<file path="config.mk">
export PLATFORM = sky130hd
export DESIGN_NAME = imm_gen_pipe
export DESIGN_NICKNAME = d
export VERILOG_FILES = /design/src/rtl/imm_gen_pipe.sv
export SDC_FILE = /design/constraint.sdc
export NUM_CORES = 1
export LEC_CHECK = 0
export BUFFER_PORTS_ARGS = -buffer_cell sky130_fd_sc_hd__clkbuf_2
export CORE_MARGIN = 2
export CORE_UTILIZATION = 55
export CTS_BUF_LIST = sky130_fd_sc_hd__clkbuf_4 sky130_fd_sc_hd__clkbuf_8 sky130_fd_sc_hd__clkbuf_16
export CTS_CLUSTER_DIAMETER = 200
export CTS_CLUSTER_SIZE = 14
export DETAILED_ROUTE_END_ITERATION = 6
export PLACE_DENSITY = 0.79
export SLEW_MARGIN = 20
export SYNTH_ARGS = -nofsm -noshare
export SYNTH_HDL_FRONTEND = slang
export SYNTH_SLANG_ARGS = --single-unit
</file>
<file path="constraint.sdc">
create_clock -name clk -period 5.5 [get_ports clk]
set_input_delay 0.825 -clock clk [delete_from_list [all_inputs] [get_ports clk]]
set_output_delay 0.825 -clock clk [all_outputs]
set_load 0.05 [all_outputs]
</file>
<file path="src/rtl/imm_gen_pipe.sv">
// ============================================================================
// Module  : imm_gen_pipe
// Brief   : Multi-lane RV32I immediate decoder with a 2-entry valid/ready buffer
// Revision: 1.0
// ============================================================================
`default_nettype none

module imm_gen_pipe #(
    parameter int LANES = 1,
    parameter int XLEN  = 32,
    parameter int CNT_W = 16
) (
    input  logic                    clk,
    input  logic                    rst,
    input  logic                    flush,
    input  logic                    in_valid,
    output logic                    in_ready,
    input  logic [LANES*32-1:0]     in_inst,
    output logic                    out_valid,
    input  logic                    out_ready,
    output logic [LANES*XLEN-1:0]   out_imm,
    output logic [LANES*3-1:0]      out_fmt,
    output logic [LANES-1:0]        out_illegal,
    output logic [CNT_W-1:0]        illegal_cnt
);

    localparam logic [2:0] c_FMT_R   = 3'd0;
    localparam logic [2:0] c_FMT_I   = 3'd1;
    localparam logic [2:0] c_FMT_S   = 3'd2;
    localparam logic [2:0] c_FMT_B   = 3'd3;
    localparam logic [2:0] c_FMT_U   = 3'd4;
    localparam logic [2:0] c_FMT_J   = 3'd5;
    localparam logic [2:0] c_FMT_ILL = 3'd7;

    localparam int              c_LW      = $clog2(LANES + 1);
    localparam int              c_SUM_W   = CNT_W + c_LW;
    localparam logic [CNT_W-1:0] c_CNT_MAX = '1;

    logic [LANES*XLEN-1:0] w_imm;
    logic [LANES*3-1:0]    w_fmt;
    logic [LANES-1:0]      w_ill;

    for (genvar k = 0; k < LANES; k++) begin : g_lane
        logic [31:0] w_inst;
        logic [31:0] w_imm32;
        logic [2:0]  w_f;

        assign w_inst = in_inst[32*k +: 32];

        always_comb begin
            w_f = c_FMT_ILL;
            case (w_inst[6:0])
                7'b0110011:                        w_f = c_FMT_R;
                7'b0000011, 7'b0010011, 7'b1100111,
                7'b0001111, 7'b1110011:            w_f = c_FMT_I;
                7'b0100011:                        w_f = c_FMT_S;
                7'b1100011:                        w_f = c_FMT_B;
                7'b0110111, 7'b0010111:            w_f = c_FMT_U;
                7'b1101111:                        w_f = c_FMT_J;
                default:                           w_f = c_FMT_ILL;
            endcase
        end

        // Shift immediates are not special-cased: funct7 stays in imm[11:5].
        always_comb begin
            w_imm32 = '0;
            case (w_f)
                c_FMT_I: w_imm32 = {{21{w_inst[31]}}, w_inst[30:20]};
                c_FMT_S: w_imm32 = {{21{w_inst[31]}}, w_inst[30:25], w_inst[11:7]};
                c_FMT_B: w_imm32 = {{20{w_inst[31]}}, w_inst[7], w_inst[30:25],
                                    w_inst[11:8], 1'b0};
                c_FMT_U: w_imm32 = {w_inst[31:12], 12'b0};
                c_FMT_J: w_imm32 = {{12{w_inst[31]}}, w_inst[19:12], w_inst[20],
                                    w_inst[30:21], 1'b0};
                default: w_imm32 = '0;
            endcase
        end

        if (XLEN > 32) begin : g_sext
            assign w_imm[XLEN*k +: XLEN] = {{(XLEN-32){w_imm32[31]}}, w_imm32};
        end else begin : g_nosext
            assign w_imm[XLEN*k +: XLEN] = w_imm32;
        end

        assign w_fmt[3*k +: 3] = w_f;
        assign w_ill[k]        = (w_f == c_FMT_ILL);
    end

    logic                  w_push;
    logic                  w_pop;
    logic [1:0]            count_q, count_d;
    logic                  wr_ptr_q, wr_ptr_d;
    logic                  rd_ptr_q, rd_ptr_d;
    logic                  in_ready_q;
    logic [CNT_W-1:0]      illegal_cnt_q, illegal_cnt_d;
    logic [c_LW-1:0]       w_ill_n;
    logic [c_SUM_W-1:0]    w_sum;
    logic [LANES*XLEN-1:0] imm_q [2];
    logic [LANES*3-1:0]    fmt_q [2];
    logic [LANES-1:0]      ill_q [2];

    assign w_push = in_valid && in_ready_q && !flush;
    assign w_pop  = (count_q != 2'd0) && out_ready;

    always_comb begin
        w_ill_n = '0;
        for (int k = 0; k < LANES; k++) begin
            w_ill_n = w_ill_n + c_LW'(w_ill[k]);
        end
    end

    assign w_sum = c_SUM_W'(illegal_cnt_q) + c_SUM_W'(w_ill_n);

    always_comb begin
        count_d       = count_q;
        wr_ptr_d      = wr_ptr_q;
        rd_ptr_d      = rd_ptr_q;
        illegal_cnt_d = illegal_cnt_q;
        // Pointers are rewound on flush so an empty buffer always has wr == rd.
        if (flush) begin
            count_d  = 2'd0;
            wr_ptr_d = 1'b0;
            rd_ptr_d = 1'b0;
        end else begin
            if (w_push) begin
                wr_ptr_d = ~wr_ptr_q;
                illegal_cnt_d = (w_sum > c_SUM_W'(c_CNT_MAX)) ? c_CNT_MAX
                                                              : w_sum[CNT_W-1:0];
            end
            if (w_pop) begin
                rd_ptr_d = ~rd_ptr_q;
            end
            case ({w_push, w_pop})
                2'b10:   count_d = count_q + 2'd1;
                2'b01:   count_d = count_q - 2'd1;
                default: count_d = count_q;
            endcase
        end
    end

    always_ff @(posedge clk or posedge rst) begin
        if (rst) begin
            count_q       <= 2'd0;
            wr_ptr_q      <= 1'b0;
            rd_ptr_q      <= 1'b0;
            in_ready_q    <= 1'b1;
            illegal_cnt_q <= '0;
            for (int i = 0; i < 2; i++) begin
                imm_q[i] <= '0;
                fmt_q[i] <= '0;
                ill_q[i] <= '0;
            end
        end else begin
            count_q       <= count_d;
            wr_ptr_q      <= wr_ptr_d;
            rd_ptr_q      <= rd_ptr_d;
            in_ready_q    <= (count_d != 2'd2);
            illegal_cnt_q <= illegal_cnt_d;
            if (w_push) begin
                imm_q[wr_ptr_q] <= w_imm;
                fmt_q[wr_ptr_q] <= w_fmt;
                ill_q[wr_ptr_q] <= w_ill;
            end
        end
    end

    assign in_ready    = in_ready_q;
    assign out_valid   = (count_q != 2'd0);
    assign out_imm     = imm_q[rd_ptr_q];
    assign out_fmt     = fmt_q[rd_ptr_q];
    assign out_illegal = ill_q[rd_ptr_q];
    assign illegal_cnt = illegal_cnt_q;

endmodule

`default_nettype wire

</file>
==> flow_summary.ini, run 1 <==
[power_and_ir_drop]
vdd_ir_drop_max_mv = 0.237
powerDensity_nw_per_um2 = 491
report.power.total_mw = 2.63
p_leak_nw = 2.46

[logic_synthesis]
synth.avg_cell_area_um2 = 10.3
yosysTopAreaCell = dfrtp_1
synth_most_common_cell = dfrtp_1
ys_async_sr_fraction = 1.00
synth_seq_cells = 93
syn-cell-area_um2 = 4710
synth_top_area_share = 0.488
synth_cell_types = 56
yosys-top-cells-count = dfrtp_1 (92), nand2_1 (60), nor2_1 (54)
synth_ff_type = dfrtp_1
syn-num-nets = 496
synth_area_leaders = dfrtp_1 (49%), mux2_2 (8.6%), nand2_1 (4.8%)
synth.yosys.seq_area_share = 0.494
yosys_warnings = 0
syn_inst = 456
synth_edf_count = 0

[global_routing]
grt_max_degree = 58
grt_antenna_before_repair = 0
grt-ovfl-total = 0
grt_util_all_layers = 0.242
grt_pass1_vias = 3626
grt_pass1_wl_um = 17300

[die]
die_x_um = 96.6
initial_core_util = 0.571
rows = 33
core-area_um2 = 8260
die_area_um2 = 9330
io_pins = 91
die_h_um = 96.6

[cts]
cts_setup_buffers = 0
clk_latency_ns = 0.36
cts_max_path_buffers = 2
cts-resized-gates = 0
cts_buffers = 9
cts.sinks = 93
clk_pin_slew_ns = 0.09
cts-hold-fix-buffers = 0
cts_tree = done
cts_root_buf = clkbuf_8
htree_levels = 3

[critical_path]
crit_arrival_ns = 3.09
worstSetupPathType = in -> reg
required_ns = 5.72
crit_path_end_kind = register
start_kind = input pin
cp_max_fo = 13

[sta]
min_period_over_period = 0.522
hold_violations = 0
maxSlewViolCount = 0
worst_clock_skew_ns = 0.00741
worstMarginPinSlew_ns = 1.01
maxSlewHeadroom = 0.329
finalSetupViolCount = 0
fmax_mhz = 348
fin_tns_setup_ns = 0
rsz0062_at_grt = no
min_period_ns = 2.87
fin_ws_ns = 2.63

[final_layout]
synthToLayoutAreaGrowth_pct = 13.6
drive_gt1_frac = 0.354
antenna_cells = 0
nets = 575
finalInstanceArea_um2 = 5350

[run]
cap_viol_max_count = 0

[drt]
drt_iter0_markers = 133
vias = 3740
wirelength_um = 10600
first_pass_iters = 6
wl_per_cell_um = 16.4
drc = 0
ant_nets = 0
via_per_inst = 5.80

[placement]
port_buffers = 90
globalplace.congestion = 0.922
placed_area_um2 = 5160
place_ws_ns = 2.24
hpwl_um = 7470

[worst_hold_path]
hold_path_class = reg -> reg

[outcome]
status = finished clean
cell type report:
type	count	area [µm²]
multi-input cells	329	2180
repair buffers	95	488
clock inverters	4	32.5
well taps	105	131
clock buffers	12	159
fillers	692	2900
inverters	7	30.0
flip-flops and latches	93	2330
metrics by stage:
| stage | std cells | utilization | hold slack [ns] |
|---|---|---|---|
| 4_1_cts | 645 | 0.648 | 0.486 |
| 3_5_place_dp | 629 | 0.625 | 0.466 |
| 2_1_floorplan | 456 | - | 0.443 |
| 3_3_place_gp | 629 | 0.625 | 0.456 |
| 6_report | 645 | 0.648 | 0.484 |
| 5_1_grt | 645 | 0.648 | 0.515 |
where the power goes:
group | switching, mW | internal, mW
Sequential | 0.121 | 0.882
Clock | 0.236 | 0.196
Combinational | 0.835 | 0.359
path summary, 6_finish.rpt:
check	slack [ns]	depth (start not counted)	endpoint	from
min in group asynchronous	0.50	2	imm_q[38]$_DFFE_PP0P_	rst
setup / recovery	2.63	11	illegal_cnt[2]$_DFFE_PP0P_	in_inst[2]
setup reg to reg	3.04	6	imm_q[62]$_DFFE_PP0P_	in_ready$_DFF_PP1_
max in group asynchronous	3.87	3	imm_q[0]$_DFFE_PP0P_	rst
hold / removal	0.48	2	imm_q[0]$_DFFE_PP0P_	imm_q[0]$_DFFE_PP0P_
hold reg to reg	0.48	2	imm_q[0]$_DFFE_PP0P_	imm_q[0]$_DFFE_PP0P_
flip-flops by register name, summed over array words and instances (netlist names):
| register | count |
|---|---|
| count_q | 2 |
| fmt_q | 6 |
| ill_q | 2 |
| illegal_cnt | 16 |
| imm_q | 64 |
| in_ready | 1 |
| rd_ptr_q | 1 |
| wr_ptr_q | 1 |
worst max-delay path: stages:
cell	delay, ns
clkbuf_2	0.26
nor2b_1	0.26
o21ai_1	0.15
a21oi_2	0.32
inv_1	0.08
ha_1	0.24
ha_1	0.21
nand2_1	0.14
nor2_2	0.07
nand3_1	0.37
o21ai_0	0.16
cell usage in the layout (no fill, tap or decap), drive strengths merged, types with 2 or more instances in the layout:
cell type	synthesis	final
a21oi	34	34
a22o	12	12
a22oi	4	4
a31oi	21	21
a41oi	2	2
and2	4	4
and3	2	2
and3b	3	3
buf	25	5
clkbuf	2	102
clkinv	0	3
clkinvlp	0	2
dfrtp	92	92
ha	3	3
inv	7	6
mux2	36	36
mux2i	2	2
nand2	62	62
nand2b	3	3
nand3	8	8
nand4	5	5
nor2	57	57
nor2b	5	5
nor3	7	7
nor3b	3	3
nor4	2	2
o21a	2	2
o21ai	26	26
o31ai	2	2
xnor2	7	7
xor2	7	7
cell families (layout without fill, tap and decap cells):
kind of cell    count (synthesis)  after routing  synth area share
compound gates                108            108             0.161
xor+xnor                       14             14            0.0260
fa+ha+maj                       3              3           0.00796
buf+inv                        34            118            0.0430
flops                          93             93             0.494
mux                            38             38            0.0903
simple gates                  166            166             0.178
metal layers:
metal | track usage | part of all wire | vias up | wire, µm
li1 | - | - | 1757 | -
met1 | 0.334 | 0.44 | 1834 | 4640
met2 | 0.389 | 0.49 | 126 | 5140
met3 | 0.0326 | 0.053 | 23 | 562
met4 | 0.0974 | 0.023 | 0 | 244
met5 | 0 | 0 | - | 0
(Power assumes the default switching activity.)
==> run 2, diff against run 1 <==
- ABC_AREA: default -> 1
- PLACE_DENSITY: 0.79 -> 0.78
- clock period: 5.5 -> 2.7 ns (I/O delays scaled with it)
==> run 2 against run 1 <==
Net effect:
- via count rose by 42%
- total power increased by 38%
- critical path depth is 6 lower
- sequential share of layout area down 5.3 points
- routed wire length increased by 31%
- first-iteration DRC count up 120%
- largest power group is now sequential cells
- sequential cell count did not move
- highest routed layer unchanged
- final area increased by 14%
- utilization is 0.59 points higher
==> flow_summary.ini, run 2 <==
[global_routing]
grt_util_all_layers = 0.281
grt_pass1_wl_um = 23300
grt_max_degree = 39
grt-ovfl-total = 0
grt_pass1_vias = 4948
grt_antenna_before_repair = 0

[critical_path]
cpMaxStageDelayCell = dfrtp_1
crit_path_end_kind = primary output
required_ns = 2.30
worstSetupPathType = reg -> out
crit_top_cell = nand2_1
start_kind = register
worstPathCellList = inv_1 > buf_12 > nand2_1 > nand2_1 > clkbuf_2
slowest_delay_ns = 0.39
cp_max_fo = 28
crit_arrival_ns = 1.82

[drt]
vias = 5315
wl_per_cell_um = 13.5
wirelength_um = 13900
first_pass_iters = 7
drt_iter0_markers = 288
drc = 0
ant_nets = 0
via_per_inst = 5.19

[die]
initial_core_util = 0.572
die_area_um2 = 10500
die_x_um = 102
rows = 35
core-area_um2 = 9330
io_pins = 91
die_h_um = 102

[power_and_ir_drop]
powerDensity_nw_per_um2 = 593
vdd_ir_drop_max_mv = 0.368
p_leak_nw = 3.75

[placement]
placed_area_um2 = 5880
hpwl_um = 9560
port_buffers = 90
globalplace.congestion = 0.929
dp.cells = 1007
place_ws_ns = -0.0582

[sta]
rsz0062_at_grt = no
worstMarginPinSlew_ns = 0.803
hold_violations = 0
fmax_mhz = 450
worst_clock_skew_ns = 0.00950
maxSlewHeadroom = 0.464
fin_ws_ns = 0.476
fin_tns_setup_ns = 0
finalSetupViolCount = 0
min_period_ns = 2.22
maxSlewViolCount = 0
min_period_over_period = 0.824

[logic_synthesis]
syn-cell-area_um2 = 5330
synth_edf_count = 0
syn_inst = 810
synth.yosys.seq_area_share = 0.437
syn-num-nets = 850
synth.avg_cell_area_um2 = 6.58
synth_ff_type = dfrtp_1
synth_top_area_share = 0.432
synth_seq_cells = 93
yosys_warnings = 0
yosysTopAreaCell = dfrtp_1
synth_most_common_cell = nand2_1
synth_area_leaders = dfrtp_1 (43%), nand2_1 (32%), nand3_1 (7.0%)
yosys-top-cells-count = nand2_1 (459), dfrtp_1 (92), nand3_1 (75)
synth_cell_types = 27
ys_async_sr_fraction = 1.00

[final_layout]
synthToLayoutAreaGrowth_pct = 14.4
final_common_cell = nand2_1
stdcell_count = 1024
finalInstanceArea_um2 = 6100
nets = 930
final_util = 0.654
most-common-layout-cells = nand2_1 (459), dfrtp_1 (92), clkbuf_2 (90), nand3_1 (75), nor2_1 (57)
fillers = 859
multi_input_area_um2 = 2620
seqCellArea_um2 = 2330
largest_register = imm_q
drive_gt1_frac = 0.158
largest_reg_flops = 64
antenna_cells = 0

[cts]
htree_levels = 3
cts_root_buf = clkbuf_8
clk_latency_ns = 0.38
cts-hold-fix-buffers = 0
cts.sinks = 93
cts_setup_buffers = 0
clk_pin_slew_ns = 0.10
cts_tree = done
cts_buffers = 9
cts_max_path_buffers = 2
cts-resized-gates = 0

[run]
cap_viol_max_count = 0

[worst_hold_path]
hold_path_class = in -> async

[outcome]
status = finished clean
-- run 2: cell count changes in the layout (fill, tap and decap cells not counted), moves of 20 or more --
cell,previous run,this run
nand3_1,8,75
inv_1,4,42
nand2_1,60,459
mux2_2,36,0
a31oi_1,21,1
a21oi_2,22,0
-- run 2: where the power goes --
group | internal, mW | total [mW] | leakage, nW | switching, mW
Clock | 0.451 | 1.02 | 0.108 | 0.564
Sequential | 1.54 | 1.64 | 1.26 | 0.102
Combinational | 0.235 | 0.966 | 2.39 | 0.732
Total | 2.22 | 3.62 | 3.75 | 1.40
-- run 2: final timing paths --
check                                     startpoint              endpoint  slack, ns  cells after the start
worst max-delay path            rd_ptr_q$_DFFE_PP0P_           out_imm[12]       0.48                      5
worst min-delay path                             rst  imm_q[3]$_DFFE_PP0P_       0.15                      2
worst max register to register    in_ready$_DFF_PP1_    in_ready$_DFF_PP1_       0.95                      8
worst min register to register  fmt_q[1]$_DFFE_PP0P_  fmt_q[1]$_DFFE_PP0P_       0.49                      2
max in group asynchronous                        rst    in_ready$_DFF_PP1_       1.82                      3
min in group clk                               flush    in_ready$_DFF_PP1_       0.27                      2
-- run 2: logic make-up after synthesis --
| kind of cell | count (synthesis) | synth area share |
|---|---|---|
| DFF | 93 | 0.437 |
| adders and majority gates | 3 | 0.00704 |
| and+or+nand+nor | 617 | 0.470 |
| xor gates and xnor gates | 2 | 0.00329 |
| AOI/OAI and AO/OA | 11 | 0.0110 |
| buffers and inverters | 84 | 0.0718 |
-- run 2: layer usage --
metal,up-vias,GRT usage,share of wire
li1,2642,-,-
met1,2464,0.386,0.45
met2,186,0.457,0.46
met3,23,0.0363,0.064
met4,0,0.106,0.020
met5,-,0,0
-- run 2: final cells by class --
| class | count | area share |
|---|---|---|
| inverters | 46 | 0.0289 |
| repair buffers | 107 | 0.0988 |
| well taps | 129 | 0.0265 |
| clock buffers | 9 | 0.0203 |
| multi-input cells | 633 | 0.430 |
| flip-flops and latches | 93 | 0.382 |
| clock inverters | 7 | 0.0144 |
-- run 2: critical path: cells and delay by family (launching register included) --
kind	cells	cell delay, ns
simple gates	2	0.18
buf+inv	3	0.86
flops	1	0.39
-- run 2: per-stage QoR --
step	hold slack, ns	total power, mW
6_report	0.153	3.62
5_1_grt	0.235	3.80
4_1_cts	0.182	3.64
3_5_place_dp	0.465	2.63
3_3_place_gp	0.461	2.61
2_1_floorplan	0.449	2.37
==> run 3, diff against run 2 <==
- ABC_AREA: 1 -> 0
- PLACE_DENSITY: 0.78 -> 0.79
- clock period: 2.7 -> 2.3 ns (I/O delays scaled with it)
==> run 3 against run 2 <==
Net effect:
- worst setup slack got worse by 0.15 ns
- clock power rose by 9.8%
- clock-buffer cell count rose by 3
- die area fell by 11%
- sequential share of layout area rose by 4.0 points
- non-clock buffer count rose by 5
- global-route usage fell by 4.1 points
- critical path depth fell by 2
- register-to-register slack got worse by 0.62 ns
- worst hold slack got worse by 0.061 ns
- total power rose by 77%
- combinational power rose to 3.0 times the previous value
==> flow_summary.ini, run 3 (synthesis results as in run 1) <==
[die]
die_h_um = 96.6
core-area_um2 = 8260
io_pins = 91
rows = 33
initial_core_util = 0.571
die_area_um2 = 9330
die_x_um = 96.6

[global_routing]
grt-ovfl-total = 0
grt_max_degree = 94
grt_antenna_before_repair = 0
grt_util_all_layers = 0.240
grt_pass1_wl_um = 17200
grt_pass1_vias = 3494

[drt]
drt_iter0_markers = 212
drc = 0
wl_per_cell_um = 16.2
vias = 3730
ant_nets = 0
wirelength_um = 10700
first_pass_iters = 4
via_per_inst = 5.63

[placement]
placed_area_um2 = 5320
globalplace.congestion = 0.979
dp.cells = 646
place_ws_ns = 0.00519
hpwl_um = 7550
port_buffers = 90

[sta]
hold_violations = 0
worst_clock_skew_ns = 0.00871
fin_tns_setup_ns = 0
maxSlewHeadroom = 0.596
rsz0062_at_grt = no
fin_ws_ns = 0.327
min_period_over_period = 0.858
maxSlewViolCount = 0
finalSetupViolCount = 0
hold_ws_ns = 0.0918
worstMarginPinSlew_ns = 0.601
min_period_ns = 1.97
fmax_mhz = 507

[cts]
cts_root_buf = clkbuf_8
cts-resized-gates = 0
cts_max_path_buffers = 2
clk_pin_slew_ns = 0.09
cts_buffers = 9
cts.sinks = 93
cts_tree = done
cts-hold-fix-buffers = 0
clk_latency_ns = 0.36
cts_setup_buffers = 0
htree_levels = 3

[final_layout]
drive_gt1_frac = 0.373
stdcell_count = 662
largest_reg_flops = 64
final_util = 0.668
largest_register = imm_q
final_common_cell = dfrtp_1
nets = 592
most-common-layout-cells = dfrtp_1 (92), clkbuf_2 (90), nand2_1 (60), nor2_1 (53), mux2_2 (36)
antenna_cells = 0
synthToLayoutAreaGrowth_pct = 17.1
finalInstanceArea_um2 = 5520
fillers = 674

[critical_path]
crit_path_end_kind = primary output
worstSetupPathType = reg -> out
required_ns = 1.96
cp_max_fo = 37
rr_worst_depth = 6
start_kind = register
crit_arrival_ns = 1.63

[worst_hold_path]
hold_path_class = in -> async

[run]
cap_viol_max_count = 0

[power_and_ir_drop]
vdd_ir_drop_max_mv = 0.584
report.power.total_mw = 6.40
p_leak_nw = 2.55
powerDensity_nw_per_um2 = 1160

[outcome]
status = finished clean
run 3: power breakdown:
part           switching, mW  internal [mW]
sequential             0.287           2.11
combinational           1.98          0.903
clock                  0.563          0.555
total                   2.83           3.57
run 3: area by class of cell:
cell class	instances	area (µm²)	area share
inverters	7	32.5	0.00589
well taps	105	131	0.0238
repair buffers	112	641	0.116
flip-flops and latches	93	2330	0.422
clock inverters	4	50.0	0.00907
clock buffers	12	153	0.0277
multi-input cells	329	2180	0.396
run 3: routing by layer:
metal	global-route usage	up-vias	share of wire
met3	0.0303	16	0.041
met4	0.0869	0	0.018
met5	0	-	0
met1	0.336	1824	0.46
li1	-	1795	-
met2	0.386	95	0.48
run 3: final timing paths:
kind / start / to / slack, ns
max: rd_ptr_q$_DFFE_PP0P_ / out_fmt[2] / 0.33
min: rst / imm_q[28]$_DFFE_PP0P_ / 0.09
max reg2reg: count_q[0]$_DFF_PP0_ / in_ready$_DFF_PP1_ / 0.33
min reg2reg: imm_q[31]$_DFFE_PP0P_ / imm_q[31]$_DFFE_PP0P_ / 0.48
max in group asynchronous: rst / in_ready$_DFF_PP1_ / 1.80
min in group clk: flush / rd_ptr_q$_DFFE_PP0P_ / 0.21
run 3: worst max-delay path, cell delays in order (launching register included):
cell,delay [ns]
dfrtp_1,0.38
buf_12,0.25
mux2_2,0.39
clkbuf_2,0.24
